**src/rtl/trace_capture_buffer.sv**
```systemverilog
// Trace record capture FIFO with a req/gnt/rvalid drain port and a saturating drop counter.
// Optional feature: define TRACE_CAPTURE_TIMESTAMP_EN to prepend a 32-bit cycle timestamp to each entry.
module trace_capture_buffer #(
    parameter int TRACE_WIDTH = 128,
    parameter int DEPTH       = 16,
    localparam int PTR_W      = $clog2(DEPTH),
    localparam int CNT_W      = PTR_W + 1,
`ifdef TRACE_CAPTURE_TIMESTAMP_EN
    localparam int ENTRY_WIDTH = TRACE_WIDTH + 32
`else
    localparam int ENTRY_WIDTH = TRACE_WIDTH
`endif
) (
    input  logic                   clk_i,
    input  logic                   rst_i,
    input  logic                   trace_valid_i,
    input  logic [TRACE_WIDTH-1:0] trace_data_i,
    input  logic                   capture_en_i,
    input  logic                   clear_i,
    input  logic                   rd_req_i,
    output logic                   rd_gnt_o,
    output logic                   rd_rvalid_o,
    output logic [ENTRY_WIDTH-1:0] rd_rdata_o,
    output logic [CNT_W-1:0]       count_o,
    output logic                   full_o,
    output logic                   overflow_o,
    output logic [15:0]            drop_count_o
);

    logic [ENTRY_WIDTH-1:0] mem [DEPTH];

    logic [PTR_W-1:0]       wptr_q, wptr_d;
    logic [PTR_W-1:0]       rptr_q, rptr_d;
    logic [CNT_W-1:0]       count_q, count_d;
    logic                   overflow_q, overflow_d;
    logic [15:0]            drop_cnt_q, drop_cnt_d;
    logic                   rvalid_q;
    logic [ENTRY_WIDTH-1:0] rdata_q;
    logic [ENTRY_WIDTH-1:0] entry;

    logic full;
    logic pop;
    logic push;
    logic drop;

    assign full = (count_q == CNT_W'(DEPTH));
    assign pop  = rd_req_i && (count_q != '0) && !clear_i;
    // A pop in the same cycle frees the slot, so a full FIFO still accepts the record.
    assign push = trace_valid_i && capture_en_i && (!full || pop) && !clear_i;
    assign drop = trace_valid_i && capture_en_i && full && !pop && !clear_i;

`ifdef TRACE_CAPTURE_TIMESTAMP_EN
    logic [31:0] ts_q, ts_d;

    assign ts_d  = clear_i ? 32'd0 : ts_q + 32'd1;
    assign entry = {ts_q, trace_data_i};

    always_ff @(posedge clk_i or posedge rst_i) begin
        if (rst_i) begin
            ts_q <= 32'd0;
        end else begin
            ts_q <= ts_d;
        end
    end
`else
    assign entry = trace_data_i;
`endif

    always_comb begin
        wptr_d     = wptr_q;
        rptr_d     = rptr_q;
        count_d    = count_q;
        overflow_d = overflow_q;
        drop_cnt_d = drop_cnt_q;
        if (clear_i) begin
            wptr_d     = '0;
            rptr_d     = '0;
            count_d    = '0;
            overflow_d = 1'b0;
            drop_cnt_d = 16'd0;
        end else begin
            if (push) begin
                wptr_d = wptr_q + PTR_W'(1);
            end
            if (pop) begin
                rptr_d = rptr_q + PTR_W'(1);
            end
            if (push && !pop) begin
                count_d = count_q + CNT_W'(1);
            end else if (pop && !push) begin
                count_d = count_q - CNT_W'(1);
            end
            if (drop) begin
                overflow_d = 1'b1;
                if (drop_cnt_q != 16'hFFFF) begin
                    drop_cnt_d = drop_cnt_q + 16'd1;
                end
            end
        end
    end

    // Storage carries no reset so it can map onto block RAM.
    always_ff @(posedge clk_i) begin
        if (push) begin
            mem[wptr_q] <= entry;
        end
    end

    always_ff @(posedge clk_i or posedge rst_i) begin
        if (rst_i) begin
            wptr_q     <= '0;
            rptr_q     <= '0;
            count_q    <= '0;
            overflow_q <= 1'b0;
            drop_cnt_q <= 16'd0;
            rvalid_q   <= 1'b0;
            rdata_q    <= '0;
        end else begin
            wptr_q     <= wptr_d;
            rptr_q     <= rptr_d;
            count_q    <= count_d;
            overflow_q <= overflow_d;
            drop_cnt_q <= drop_cnt_d;
            rvalid_q   <= pop;
            if (pop) begin
                rdata_q <= mem[rptr_q];
            end
        end
    end

    assign rd_gnt_o     = pop;
    assign rd_rvalid_o  = rvalid_q;
    assign rd_rdata_o   = rdata_q;
    assign count_o      = count_q;
    assign full_o       = full;
    assign overflow_o   = overflow_q;
    assign drop_count_o = drop_cnt_q;

endmodule

```
**config.mk**
```make
export PLATFORM = sky130hd
export DESIGN_NAME = trace_capture_buffer
export DESIGN_NICKNAME = d
export VERILOG_FILES = /design/src/rtl/trace_capture_buffer.sv
export SDC_FILE = /design/constraint.sdc
export NUM_CORES = 2
export LEC_CHECK = 0
export ABC_AREA = 1
export CORE_MARGIN = 2
export CORE_UTILIZATION = 30
export CTS_BUF_LIST = sky130_fd_sc_hd__clkbuf_2 sky130_fd_sc_hd__clkbuf_4 sky130_fd_sc_hd__clkbuf_8
export DETAILED_ROUTE_END_ITERATION = 7
export PLACE_DENSITY = 0.41
export SYNTH_ARGS = -nofsm -noshare
export SYNTH_HDL_FRONTEND = slang
export SYNTH_SLANG_ARGS = --single-unit
```
**constraint.sdc**
```tcl
create_clock -name clk_i -period 9.05 [get_ports clk_i]
set_input_delay 2.715 -clock clk_i [delete_from_list [all_inputs] [get_ports clk_i]]
set_output_delay 2.715 -clock clk_i [all_outputs]
set_load 0.005 [all_outputs]
```
==> impl_results.md <==
* Outcome: finished, final reports clean
* Worst Max-Slew Pin Slew at around 1400 ps
* CTS tree: yes
* Hold-fix buffers, CTS at 0
* Gr usage total at 0.183
* Area growth syn-to-layout at 16.4%
* Crit path kind: input pin to primary output
* Cell Rows at 198
* RSZ-0062 raised after global routing: no
* Filler instances at about 29000
* Most used cell, CP: clkdlybuf4s50_1
* Final Hold Vio Count at 0
* Dpl cells at 11100
* # DRC at 0
* Initial antenna violation count at 29
* Final net count at 7763
* Post-synthesis register bit count at 2207
* Final ANT Viol Nets at 0
* Number of synthesized flops with an enable pin at around 2000
* Worst endpoint required time at between 6000 and 7000 ps
* Register area at 0.0655 mm^2
* Total die area at 0.297 mm^2
* Maxcap violations at 0
* Final setup viols at 0
* Ys flop type: edfxtp_1
* Grt ovf at 0
* Drt initial violations at 3758
* Buf/Inv on CP at 4
* Static Leak at around 0.036 uW
* Top Family by Delay on Critical Path: buffers and inverters
* Longest Clk Path Bufs at 4
* Worst Skew at between 80 and 90 ps
* Vias at approximately 57000
* Arrival time worst endpoint at 4700 ps
* CTS Buf Count at 392
* CP endpoint kind: primary output
* Root Driver: clkbuf_8
* Largest area contributor in the netlist: edfxtp_1
* Drt total wl at 275000 um
* Worst hold path class: register to register
* FFs w/ async S/R, synth at 0.0720
* Final std cells w/o fill at approximately 12000
* Most common cell in the netlist: nand2_1
* Post_cts resized at 0
* Slew HR at 0.0895
* Minimum clock period at about 7400 ps
* Warnings from Yosys at 0
* Post-synth top area share at 0.701
* Netlist cell types at 29
* Clock sink count at 2207
* Synth cell count leaders: nand2_1 (2701), edfxtp_1 (2048), nand3_1 (1804), buf_2 (333), dfrtp_1 (159)
* Period utilisation layout at 0.820
* Slowest stage delay, CP at 640 ps
* H-tree depth at 5
* Post-synthesis sequential area ratio at 0.746
* Fin Hold WS at roughly 480 ps
* Vias in the first global route at 57000
* Synth Area per Inst at 12.0 um^2
* Port bufs at 286
* Largest net degree at the start of global routing at around 210
* Postcts setup bufs at 0
* Type of origin of the critical path: input pin
* Drt via density at 4.78
* Crit-path cells: clkdlybuf4s50_1 -> nand2_2 -> inv_2 -> nand2_8 -> inv_8 -> clkdlybuf4s50_1
* Cells after synthesis at 7312
* First-pass GRT wire length at around 400000 um
* Pwr dens at 255 mW/mm^2
* Die width at between 500 and 600 um
* Final setup TNS at 0 ps
* DR WL/cell at between 20 and 25 um
* Max stage delay cell, worst path: clkdlybuf4s50_1
* Peak VDD IR at 0.181 mV
* Initial Utilization at 0.301
* Core Area at 0.291 mm^2
* Drt first pass iters at 6
* Largest cells by area after synthesis: edfxtp_1 (70%), nand2_1 (12%), nand3_1 (10%)
* Syn Nets at 7457
* Post-Synthesis Cell Area at 0.0878 mm^2
* Register clock-pin slew on the reported worst setup and hold paths at 60 ps
* Layout cells sized above 1 at 0.0957
* Maximum clock frequency at between 100 and 150 MHz
* Hpwl dp at 137000 um
* Die Ht at 545 um
* Worst-path fanout max at 42
* Max Slew Vio Count at 0
* Worst-skew pair later-pin latency at 1070 ps
* Multi-input gate area at 0.0200 mm^2
* Gpl congestion at between 0.7 and 0.8
* I/O pin count at 287
-- per-layer routing --
metal	GRT usage	wire, um
met5	0	113
met4	0.0499	6400
met3	0.0287	11600
met2	0.309	134000
met1	0.244	123000
-- placed cells by master (no fill, tap or decap), types with 2 or more instances in the layout --
cell type / Yosys / layout
nor2_4: 0 / 16
inv_1: 26 / 24
nor3_1: 5 / 5
diode_2: 0 / 13
ha_1: 10 / 10
clkinv_2: 0 / 32
nand2_1: 2701 / 2701
clkbuf_8: 0 / 425
nand3_1: 1804 / 1804
buf_4: 15 / 51
buf_12: 0 / 36
dfrtp_1: 159 / 155
inv_2: 5 / 3
clkbuf_4: 0 / 157
inv_8: 0 / 9
clkinv_1: 1 / 67
o21ai_0: 4 / 4
o21ai_2: 3 / 3
clkinvlp_4: 0 / 9
edfxtp_1: 2048 / 2048
dfrtp_4: 0 / 4
nor2_1: 46 / 30
a21oi_1: 6 / 6
nor3_2: 2 / 2
nand4_1: 7 / 7
xor2_1: 13 / 13
clkdlybuf4s50_1: 0 / 286
nand2_2: 3 / 3
nand3_2: 2 / 2
-- where the power goes --
part	internal, uW	switching [uW]
logic	1670	3500
registers	11500	333
clock network	4940	4170
total	18100	8000
-- per-stage QoR --
step                      power, uW  utilization  setup slack, ps  cell area (um^2)
after floorplan               15100            -             -351             87800
after detailed placement      17300        0.325             1560             94500
after global placement        17300        0.325             1580             94500
after global routing          27500        0.351             1510            102000
final                         26100        0.351             1630            102000
after CTS                     26500        0.351             1560            102000
-- worst min-delay path, stage by stage (launching register included) --
cell and delay, ps:
dfrtp_1 340, nand2_1 50, nand2_1 50
-- logic make-up after synthesis --
family | after synthesis | share of synthesized area
AOI/OAI and AO/OA | 14 | 0.000955
adders and majority gates | 11 | 0.00165
and+or+nand+nor | 4572 | 0.222
buffers and inverters | 494 | 0.0278
DFF | 2207 | 0.746
xor gates and xnor gates | 14 | 0.00140
-- state kept, by name (all words and copies together), names as in the netlist --
signal / flops
rptr_q: 4
rd_rvalid_o: 1
count_o: 5
drop_count_o: 16
wptr_q: 4
overflow_o: 1
mem: 2048
rd_rdata_o: 128
-- final cells by class --
| class | count | share of cell area |
|---|---|---|
| well taps | 3900 | 0.0478 |
| repair buffers | 373 | 0.0388 |
| flip-flops and latches | 2207 | 0.641 |
| clock inverters | 116 | 0.00562 |
| diodes | 13 | 0.000319 |
| inverters | 33 | 0.00174 |
| clock buffers | 582 | 0.0688 |
| multi-input cells | 4611 | 0.196 |
-- path summary, 6_finish.rpt --
kind                                    to  cells past startpoint  slack, ps      startpoint
max                               rd_gnt_o                      6       1630        rd_req_i
min                         rd_rdata_o[43]                      2        480  rd_rdata_o[43]
max reg2reg                 rd_rdata_o[33]                     11       4840       rptr_q[0]
min reg2reg                 rd_rdata_o[43]                      2        480  rd_rdata_o[43]
max in group asynchronous  rd_rdata_o[107]                      3       5470           rst_i
min in group asynchronous   rd_rdata_o[70]                      2       2160           rst_i
Power figures use the tool's default switching activity.
